===== src/rtl/dp_pkg.sv =====
`default_nettype none
// ============================================================================
// Module      : dp_pkg
// Description : Shared codes for multicycle_datapath: ALU functions, immediate
//               modes, sequencer states and instruction field positions.
// Revision    : 1.0 - initial release
// ============================================================================
package dp_pkg;

    localparam logic [3:0] c_ALU_ADD  = 4'd0;
    localparam logic [3:0] c_ALU_SUB  = 4'd1;
    localparam logic [3:0] c_ALU_AND  = 4'd2;
    localparam logic [3:0] c_ALU_OR   = 4'd3;
    localparam logic [3:0] c_ALU_NOT  = 4'd4;
    localparam logic [3:0] c_ALU_NAND = 4'd5;
    localparam logic [3:0] c_ALU_NOR  = 4'd6;
    localparam logic [3:0] c_ALU_SRA  = 4'd7;
    localparam logic [3:0] c_ALU_SRL  = 4'd8;
    localparam logic [3:0] c_ALU_SLL  = 4'd9;
    localparam logic [3:0] c_ALU_ROL  = 4'd10;
    localparam logic [3:0] c_ALU_ROR  = 4'd11;

    localparam logic [1:0] c_IMM_SEXT  = 2'b00;
    localparam logic [1:0] c_IMM_ZEXT  = 2'b01;
    localparam logic [1:0] c_IMM_SHL16 = 2'b10;
    localparam logic [1:0] c_IMM_SEXT2 = 2'b11;

    localparam int c_RS_LSB  = 21;
    localparam int c_RD_LSB  = 16;
    localparam int c_RT_LSB  = 11;
    localparam int c_IMM_LSB = 0;

    typedef enum logic [2:0] {
        ST_IDLE   = 3'd0,
        ST_FETCH  = 3'd1,
        ST_DECODE = 3'd2,
        ST_EXEC   = 3'd3,
        ST_MEM    = 3'd4,
        ST_WB     = 3'd5
    } state_t;

endpackage
`default_nettype wire


===== src/rtl/dp_regfile.sv =====
`default_nettype none
// ============================================================================
// Module      : dp_regfile
// Description : Register file, two asynchronous read ports, one synchronous
//               write port; register 0 always reads zero.
// Revision    : 1.0 - initial release
// ============================================================================
module dp_regfile #(
    parameter int DATA_W = 32,
    parameter int RF_AW  = 5
) (
    input  logic              clk,
    input  logic              i_we,
    input  logic [RF_AW-1:0]  i_waddr,
    input  logic [DATA_W-1:0] i_wdata,
    input  logic [RF_AW-1:0]  i_raddr_a,
    input  logic [RF_AW-1:0]  i_raddr_b,
    output logic [DATA_W-1:0] o_rdata_a,
    output logic [DATA_W-1:0] o_rdata_b
);

    logic [DATA_W-1:0] r_regs [0:(1<<RF_AW)-1];

    always_ff @(posedge clk) begin
        if (i_we && (i_waddr != '0)) begin
            r_regs[i_waddr] <= i_wdata;
        end
    end

    assign o_rdata_a = (i_raddr_a == '0) ? '0 : r_regs[i_raddr_a];
    assign o_rdata_b = (i_raddr_b == '0) ? '0 : r_regs[i_raddr_b];

endmodule
`default_nettype wire


===== src/rtl/multicycle_datapath.sv =====
`default_nettype none
// ============================================================================
// Module      : multicycle_datapath
// Description : Multicycle CPU datapath with stage sequencer and ready/valid
//               instruction/data memory ports. Define DP_PERF_CNT_EN to enable
//               the cycle_cnt / instr_cnt performance counters.
// Revision    : 1.0 - initial release
// ============================================================================
module multicycle_datapath
    import dp_pkg::*;
#(
    parameter int DATA_W = 32,
    parameter int RF_AW  = 5,
    parameter int ADDR_W = 32
) (
    input  logic              Clk,
    input  logic              Reset,
    output logic [31:0]       Instr,
    input  logic              pc_sel,
    input  logic              rf_wren,
    input  logic              rf_wrdata_sel,
    input  logic              rf_b_sel,
    input  logic              alu_rf_a_sel,
    input  logic              alu_bin_sel,
    input  logic [3:0]        alu_func,
    input  logic [1:0]        imm_mode,
    input  logic              mem_rden,
    input  logic              mem_wren,
    output logic              Zero,
    output logic              imem_req,
    output logic [ADDR_W-1:0] imem_addr,
    input  logic [31:0]       imem_rdata,
    input  logic              imem_ack,
    output logic              dmem_req,
    output logic              dmem_we,
    output logic [ADDR_W-1:0] dmem_addr,
    output logic [DATA_W-1:0] dmem_wdata,
    input  logic [DATA_W-1:0] dmem_rdata,
    input  logic              dmem_ack,
    output logic              busy,
    output logic [31:0]       cycle_cnt,
    output logic [31:0]       instr_cnt
);

    localparam logic [ADDR_W-1:0] c_PC_STEP = ADDR_W'(4);

    state_t            r_state;
    logic [ADDR_W-1:0] r_pc;
    logic [31:0]       r_ir;
    logic [DATA_W-1:0] r_a, r_b, r_alu_out, r_mdr;
    logic              r_zero, r_imem_req, r_dmem_req, r_dmem_we;

    logic [RF_AW-1:0]  w_rs, w_rd, w_rt;
    logic [15:0]       w_imm;
    logic [DATA_W-1:0] w_imm_sext, w_imm_zext, w_imm_ext;
    logic [DATA_W-1:0] w_alu_a, w_alu_b, w_alu_y;
    logic [DATA_W-1:0] w_rf_a, w_rf_b, w_rf_wdata;
    logic              w_rf_we, w_retire;
    logic [ADDR_W-1:0] w_pc_plus4, w_imm_pc, w_pc_next;

    assign w_rs  = r_ir[c_RS_LSB +: RF_AW];
    assign w_rd  = r_ir[c_RD_LSB +: RF_AW];
    assign w_rt  = r_ir[c_RT_LSB +: RF_AW];
    assign w_imm = r_ir[c_IMM_LSB +: 16];

    assign w_imm_sext = {{(DATA_W-16){w_imm[15]}}, w_imm};
    assign w_imm_zext = {{(DATA_W-16){1'b0}}, w_imm};

    always_comb begin
        w_imm_ext = w_imm_sext;
        case (imm_mode)
            c_IMM_SEXT:  w_imm_ext = w_imm_sext;
            c_IMM_ZEXT:  w_imm_ext = w_imm_zext;
            c_IMM_SHL16: w_imm_ext = w_imm_zext << 16;
            c_IMM_SEXT2: w_imm_ext = w_imm_sext << 2;
            default:     w_imm_ext = w_imm_sext;
        endcase
    end

    assign w_alu_a = alu_rf_a_sel ? '0 : r_a;
    assign w_alu_b = alu_bin_sel ? w_imm_ext : r_b;

    // Single-operand ops (NOT, shifts, rotates) act on the A input only.
    always_comb begin
        w_alu_y = '0;
        case (alu_func)
            c_ALU_ADD:  w_alu_y = w_alu_a + w_alu_b;
            c_ALU_SUB:  w_alu_y = w_alu_a - w_alu_b;
            c_ALU_AND:  w_alu_y = w_alu_a & w_alu_b;
            c_ALU_OR:   w_alu_y = w_alu_a | w_alu_b;
            c_ALU_NOT:  w_alu_y = ~w_alu_a;
            c_ALU_NAND: w_alu_y = ~(w_alu_a & w_alu_b);
            c_ALU_NOR:  w_alu_y = ~(w_alu_a | w_alu_b);
            c_ALU_SRA:  w_alu_y = {w_alu_a[DATA_W-1], w_alu_a[DATA_W-1:1]};
            c_ALU_SRL:  w_alu_y = {1'b0, w_alu_a[DATA_W-1:1]};
            c_ALU_SLL:  w_alu_y = {w_alu_a[DATA_W-2:0], 1'b0};
            c_ALU_ROL:  w_alu_y = {w_alu_a[DATA_W-2:0], w_alu_a[DATA_W-1]};
            c_ALU_ROR:  w_alu_y = {w_alu_a[0], w_alu_a[DATA_W-1:1]};
            default:    w_alu_y = '0;
        endcase
    end

    assign w_pc_plus4 = r_pc + c_PC_STEP;
    assign w_imm_pc   = {{(ADDR_W-18){w_imm[15]}}, w_imm, 2'b00};
    assign w_pc_next  = pc_sel ? (w_pc_plus4 + w_imm_pc) : w_pc_plus4;

    assign w_retire = ((r_state == ST_EXEC) && !(mem_rden || mem_wren) && !rf_wren)
                   || ((r_state == ST_MEM) && dmem_ack && r_dmem_we)
                   || (r_state == ST_WB);

    // Writes are suppressed while Reset is asserted so an abandoned WB has no effect.
    assign w_rf_we    = (r_state == ST_WB) && rf_wren && !Reset;
    assign w_rf_wdata = rf_wrdata_sel ? r_mdr : r_alu_out;

    dp_regfile #(
        .DATA_W (DATA_W),
        .RF_AW  (RF_AW)
    ) u_regfile (
        .clk       (Clk),
        .i_we      (w_rf_we),
        .i_waddr   (w_rd),
        .i_wdata   (w_rf_wdata),
        .i_raddr_a (w_rs),
        .i_raddr_b (rf_b_sel ? w_rd : w_rt),
        .o_rdata_a (w_rf_a),
        .o_rdata_b (w_rf_b)
    );

    always_ff @(posedge Clk) begin
        if (Reset) begin
            r_state    <= ST_IDLE;
            r_pc       <= '0;
            r_ir       <= '0;
            r_a        <= '0;
            r_b        <= '0;
            r_alu_out  <= '0;
            r_mdr      <= '0;
            r_zero     <= 1'b0;
            r_imem_req <= 1'b0;
            r_dmem_req <= 1'b0;
            r_dmem_we  <= 1'b0;
        end else begin
            case (r_state)
                ST_IDLE: begin
                    r_state    <= ST_FETCH;
                    r_imem_req <= 1'b1;
                end
                ST_FETCH: begin
                    if (imem_ack) begin
                        r_ir       <= imem_rdata;
                        r_imem_req <= 1'b0;
                        r_state    <= ST_DECODE;
                    end
                end
                ST_DECODE: begin
                    r_a     <= w_rf_a;
                    r_b     <= w_rf_b;
                    r_state <= ST_EXEC;
                end
                ST_EXEC: begin
                    r_alu_out <= w_alu_y;
                    r_zero    <= (w_alu_y == '0);
                    if (mem_rden || mem_wren) begin
                        r_state    <= ST_MEM;
                        r_dmem_req <= 1'b1;
                        r_dmem_we  <= mem_wren;
                    end else if (rf_wren) begin
                        r_state <= ST_WB;
                    end
                end
                ST_MEM: begin
                    if (dmem_ack) begin
                        r_dmem_req <= 1'b0;
                        r_dmem_we  <= 1'b0;
                        if (!r_dmem_we) begin
                            r_mdr   <= dmem_rdata;
                            r_state <= ST_WB;
                        end
                    end
                end
                ST_WB: begin
                    r_state <= ST_WB;
                end
                default: r_state <= ST_IDLE;
            endcase
            // Retirement overrides the per-state next state.
            if (w_retire) begin
                r_pc       <= w_pc_next;
                r_state    <= ST_FETCH;
                r_imem_req <= 1'b1;
            end
        end
    end

    assign Instr      = r_ir;
    assign Zero       = r_zero;
    assign imem_req   = r_imem_req && !Reset;
    assign imem_addr  = r_pc;
    assign dmem_req   = r_dmem_req && !Reset;
    assign dmem_we    = r_dmem_we && !Reset;
    assign dmem_addr  = ADDR_W'(r_alu_out);
    assign dmem_wdata = r_a;
    assign busy       = (r_state != ST_IDLE);

`ifdef DP_PERF_CNT_EN
    logic [31:0] r_cycle_cnt, r_instr_cnt;

    always_ff @(posedge Clk) begin
        if (Reset) begin
            r_cycle_cnt <= '0;
            r_instr_cnt <= '0;
        end else begin
            if (r_state != ST_IDLE) r_cycle_cnt <= r_cycle_cnt + 32'd1;
            if (w_retire)           r_instr_cnt <= r_instr_cnt + 32'd1;
        end
    end

    assign cycle_cnt = r_cycle_cnt;
    assign instr_cnt = r_instr_cnt;
`else
    assign cycle_cnt = '0;
    assign instr_cnt = '0;
`endif

endmodule
`default_nettype wire


===== config.mk =====
export PLATFORM = sky130hd
export DESIGN_NAME = multicycle_datapath
export DESIGN_NICKNAME = d
export VERILOG_FILES = /design/src/rtl/dp_pkg.sv /design/src/rtl/dp_regfile.sv /design/src/rtl/multicycle_datapath.sv
export SDC_FILE = /design/constraint.sdc
export NUM_CORES = 2
export LEC_CHECK = 0
export BUFFER_PORTS_ARGS = -buffer_cell sky130_fd_sc_hd__buf_4
export CAP_MARGIN = 20
export CORE_ASPECT_RATIO = 1.1
export CORE_UTILIZATION = 45
export CTS_CLUSTER_SIZE = 12
export DETAILED_ROUTE_END_ITERATION = 16
export GPL_ROUTABILITY_DRIVEN = 0
export PLACE_DENSITY_LB_ADDON = 0.2
export RECOVER_POWER = 25
export SYNTH_ARGS = -nofsm -noshare
export SYNTH_HDL_FRONTEND = slang
export SYNTH_SLANG_ARGS = --single-unit

===== constraint.sdc =====
create_clock -name Clk -period 8.91 [get_ports Clk]
set_clock_uncertainty 0.1 [all_clocks]
set_input_delay 1.782 -clock Clk [delete_from_list [all_inputs] [get_ports Clk]]
set_output_delay 1.782 -clock Clk [all_outputs]
set_load 0.03 [all_outputs]

==> flow_summary.yaml <==
timing:
  worst_pin_slew_ps: 4643
  rsz0062_at_grt: "no"
  max_freq_ghz: 0.1365
  setup_violations: 0
  slew_headroom: -2.095
  maxSlewViolCount: 175
  setup_tns_ps: 0
  hold_violations: 0
  period_minus_slack_ps: 7326
  period_share: 0.8222
yosys:
  synthTopCellsByArea: "edfxtp_1 (48%), mux4_2 (11%), nand2_1 (7.6%), dfxtp_1 (6.3%), a311oi_1 (2.7%)"
  ys_async_sr_fraction: 0
  synth_cell_types: 99
  synth_top_area_frac: 0.4794
  yosysTopAreaCell: "edfxtp_1"
  synth_edf_count: 1024
  synth_seq_cells: 1226
  syn_area_per_cell_um2: 11.32
  ys_warn_count: 0
  ys.flop_type: "edfxtp_1"
  syn_inst: 5664
  synth_area_um2: 64140
  synth_common_cells: "nand2_1 (1292), edfxtp_1 (1024), clkbuf_1 (368), nand3_1 (326), mux4_2 (320)"
  post-synth-top-count-cell: "nand2_1"
  synth_seq_area_share: 0.5425
critical_path:
  path_class: "primary input to output port"
  critPathLaunch: "Reset"
  cp.required_ps: 7030
  crit_fanout: 85
  startpoint_type: "primary input"
  end_kind: "output port"
  cpPeakStageDelay_ps: 3180
  cp_slowest_cell: "clkbuf_1"
  reg2reg_from: "Instr[15]"
  crit_family: "buffers and inverters"
  path_cells: "clkbuf_1, nor2b_1, buf_4"
  critPathBufInv: 2
  crit_arrival_ps: 5440
global_routing:
  grt_usage: 0.3101
  first_global_vias: 46384
  grt_start_max_net_pins: 177
  antenna_found_initial: 13
  grt_first_pass_wirelength_um: 324800
  grt_overflow: 0
routing:
  dr.pass1.iters: 8
  finalWirelength_um: 227000
  antenna_left: 0
  drt_iter0_drc: 6915
  route.detailed.drc: 0
  vias_per_cell: 6.488
  vias: 49904
  wl_per_cell_um: 29.51
floorplan:
  die_h_um: 398.0
  dieArea_um2: 144000
  placementRows: 144
  core-area_um2: 140700
  initial_utilization: 0.4558
  die_w_um: 362.0
  ios: 279
pwr:
  power_density_nw_per_um2: 181.8
  leakage_nw: 24.40
  ir_worst_vdd_mv: 0.1734
clocking:
  htreeDepth: 4
  cts-root-buf: "clkbuf_16"
  cts_buffers: 132
  insertion_delay_ps: 780
  clk_pin_slew_worst_paths_ps: 60
  ctsHoldBuffers: 0
  post_cts_buffers: 0
  cts_tree: "built"
  cts.repair.resized: 0
  clk_path_buf_depth: 3
  clock_sinks: 1226
hold_path:
  min_path_type: "flop to flop"
  hold_start: "r_mdr[29]"
run_status:
  status: "finished, violations left"
  violations: "max-capacitance violations, max-slew violations"
cells_and_area:
  drive_above_1_share: 0.1579
  nNetsFinal: 5852
  fin_area_um2: 71590
  syn2layout_area_growth_pct: 11.62
run:
  max_cap_viol_count: 3
place:
  post_dp_cell_area_um2: 67640
  port-buffer-count: 212
  hpwl_um: 132000
[layout make-up]
class	instances	area, µm²
antenna	5	12.51
clock buffer	183	3681
clock inverter	36	271.5
fill	12265	69130
inverter	41	153.9
multi-input combinational	3979	27630
sequential	1226	34810
tap	1898	2375
timing repair buffer	324	2653
[per-layer routing]
layer  GRT usage  part of all wire  up-vias
met5           0           0.00024        -
met4      0.1516             0.051        8
met3     0.06749              0.11      580
met2      0.4825              0.46     3239
met1      0.4118              0.38    24775
li1            -                 -    21302
[state kept, by name (all words and copies together), names as in the netlist, 3 cells and up, named ones only]
| name | flops |
|---|---|
| Instr | 32 |
| dmem_addr | 32 |
| r_state | 3 |
| dmem_wdata | 32 |
| r_b | 32 |
| r_mdr | 32 |
| imem_addr | 30 |
| u_regfile.r_regs | 1024 |
[final timing paths]
path,to,slack (ps),cells past startpoint
setup reg to reg,Zero,2770,19
hold reg to reg,r_mdr[29],360,2
hold / removal,r_mdr[29],360,2
setup / recovery,imem_req,1580,3
[placed cells by master (no fill, tap or decap), types with 58 or more instances in the layout]
cell       synthesis  final
nand3_1          326    326
and3_1           147    147
xnor2_1           58     58
a31oi_1          110    109
clkbuf_16          0    137
buf_4             70    300
dfxtp_1          202    197
nor2_1           290    258
a21oi_1          257    257
mux4_2           320    320
conb_1             1     98
o21ai_0          112    112
ha_1              64     64
edfxtp_1        1024   1024
nand2_1         1292   1292
a311oi_1         200    200
a211oi_1         103    103
[cell families (layout without fill, tap and decap cells)]
kind of cell / Yosys count / in the layout / share of synthesized area
simple gates: 2303 / 2303 / 0.1573
flops: 1226 / 1226 / 0.5425
compound gates: 995 / 995 / 0.1066
buf+inv: 556 / 584 / 0.03812
mux: 413 / 413 / 0.1276
xor+xnor: 97 / 97 / 0.01358
fa+ha+maj: 73 / 73 / 0.01420
other cells: 1 / 103 / 0.00005847
[report_power, final]
part           total, mW  internal (mW)  switching (mW)  leakage [nW]
logic               1.51          0.526           0.986          12.1
clock network       5.21           2.91            2.30          1.93
registers           6.29           6.21          0.0797          10.4
total               13.0           9.65            3.36          24.4
[worst min-delay path, stage by stage, from the launching register on]
cell     delay, ps
dfxtp_1        310
nand2_1         50
a21oi_1         50
[stage by stage]
stage               instances  hold WS [ps]  utilization  power (mW)  setup slack, ps
floorplan                5761         332.1            -       7.414             1923
global placement         7461         338.3       0.4800       7.880             1399
detailed placement       7468         346.4       0.4807       7.888             1302
CTS                      7687         354.3       0.5088       13.03             2095
global route             7689         369.9       0.5087       13.37             1350
finish                   7692         355.0       0.5087       13.01             1584
No activity file was read; power rests on OpenSTA's default activity.
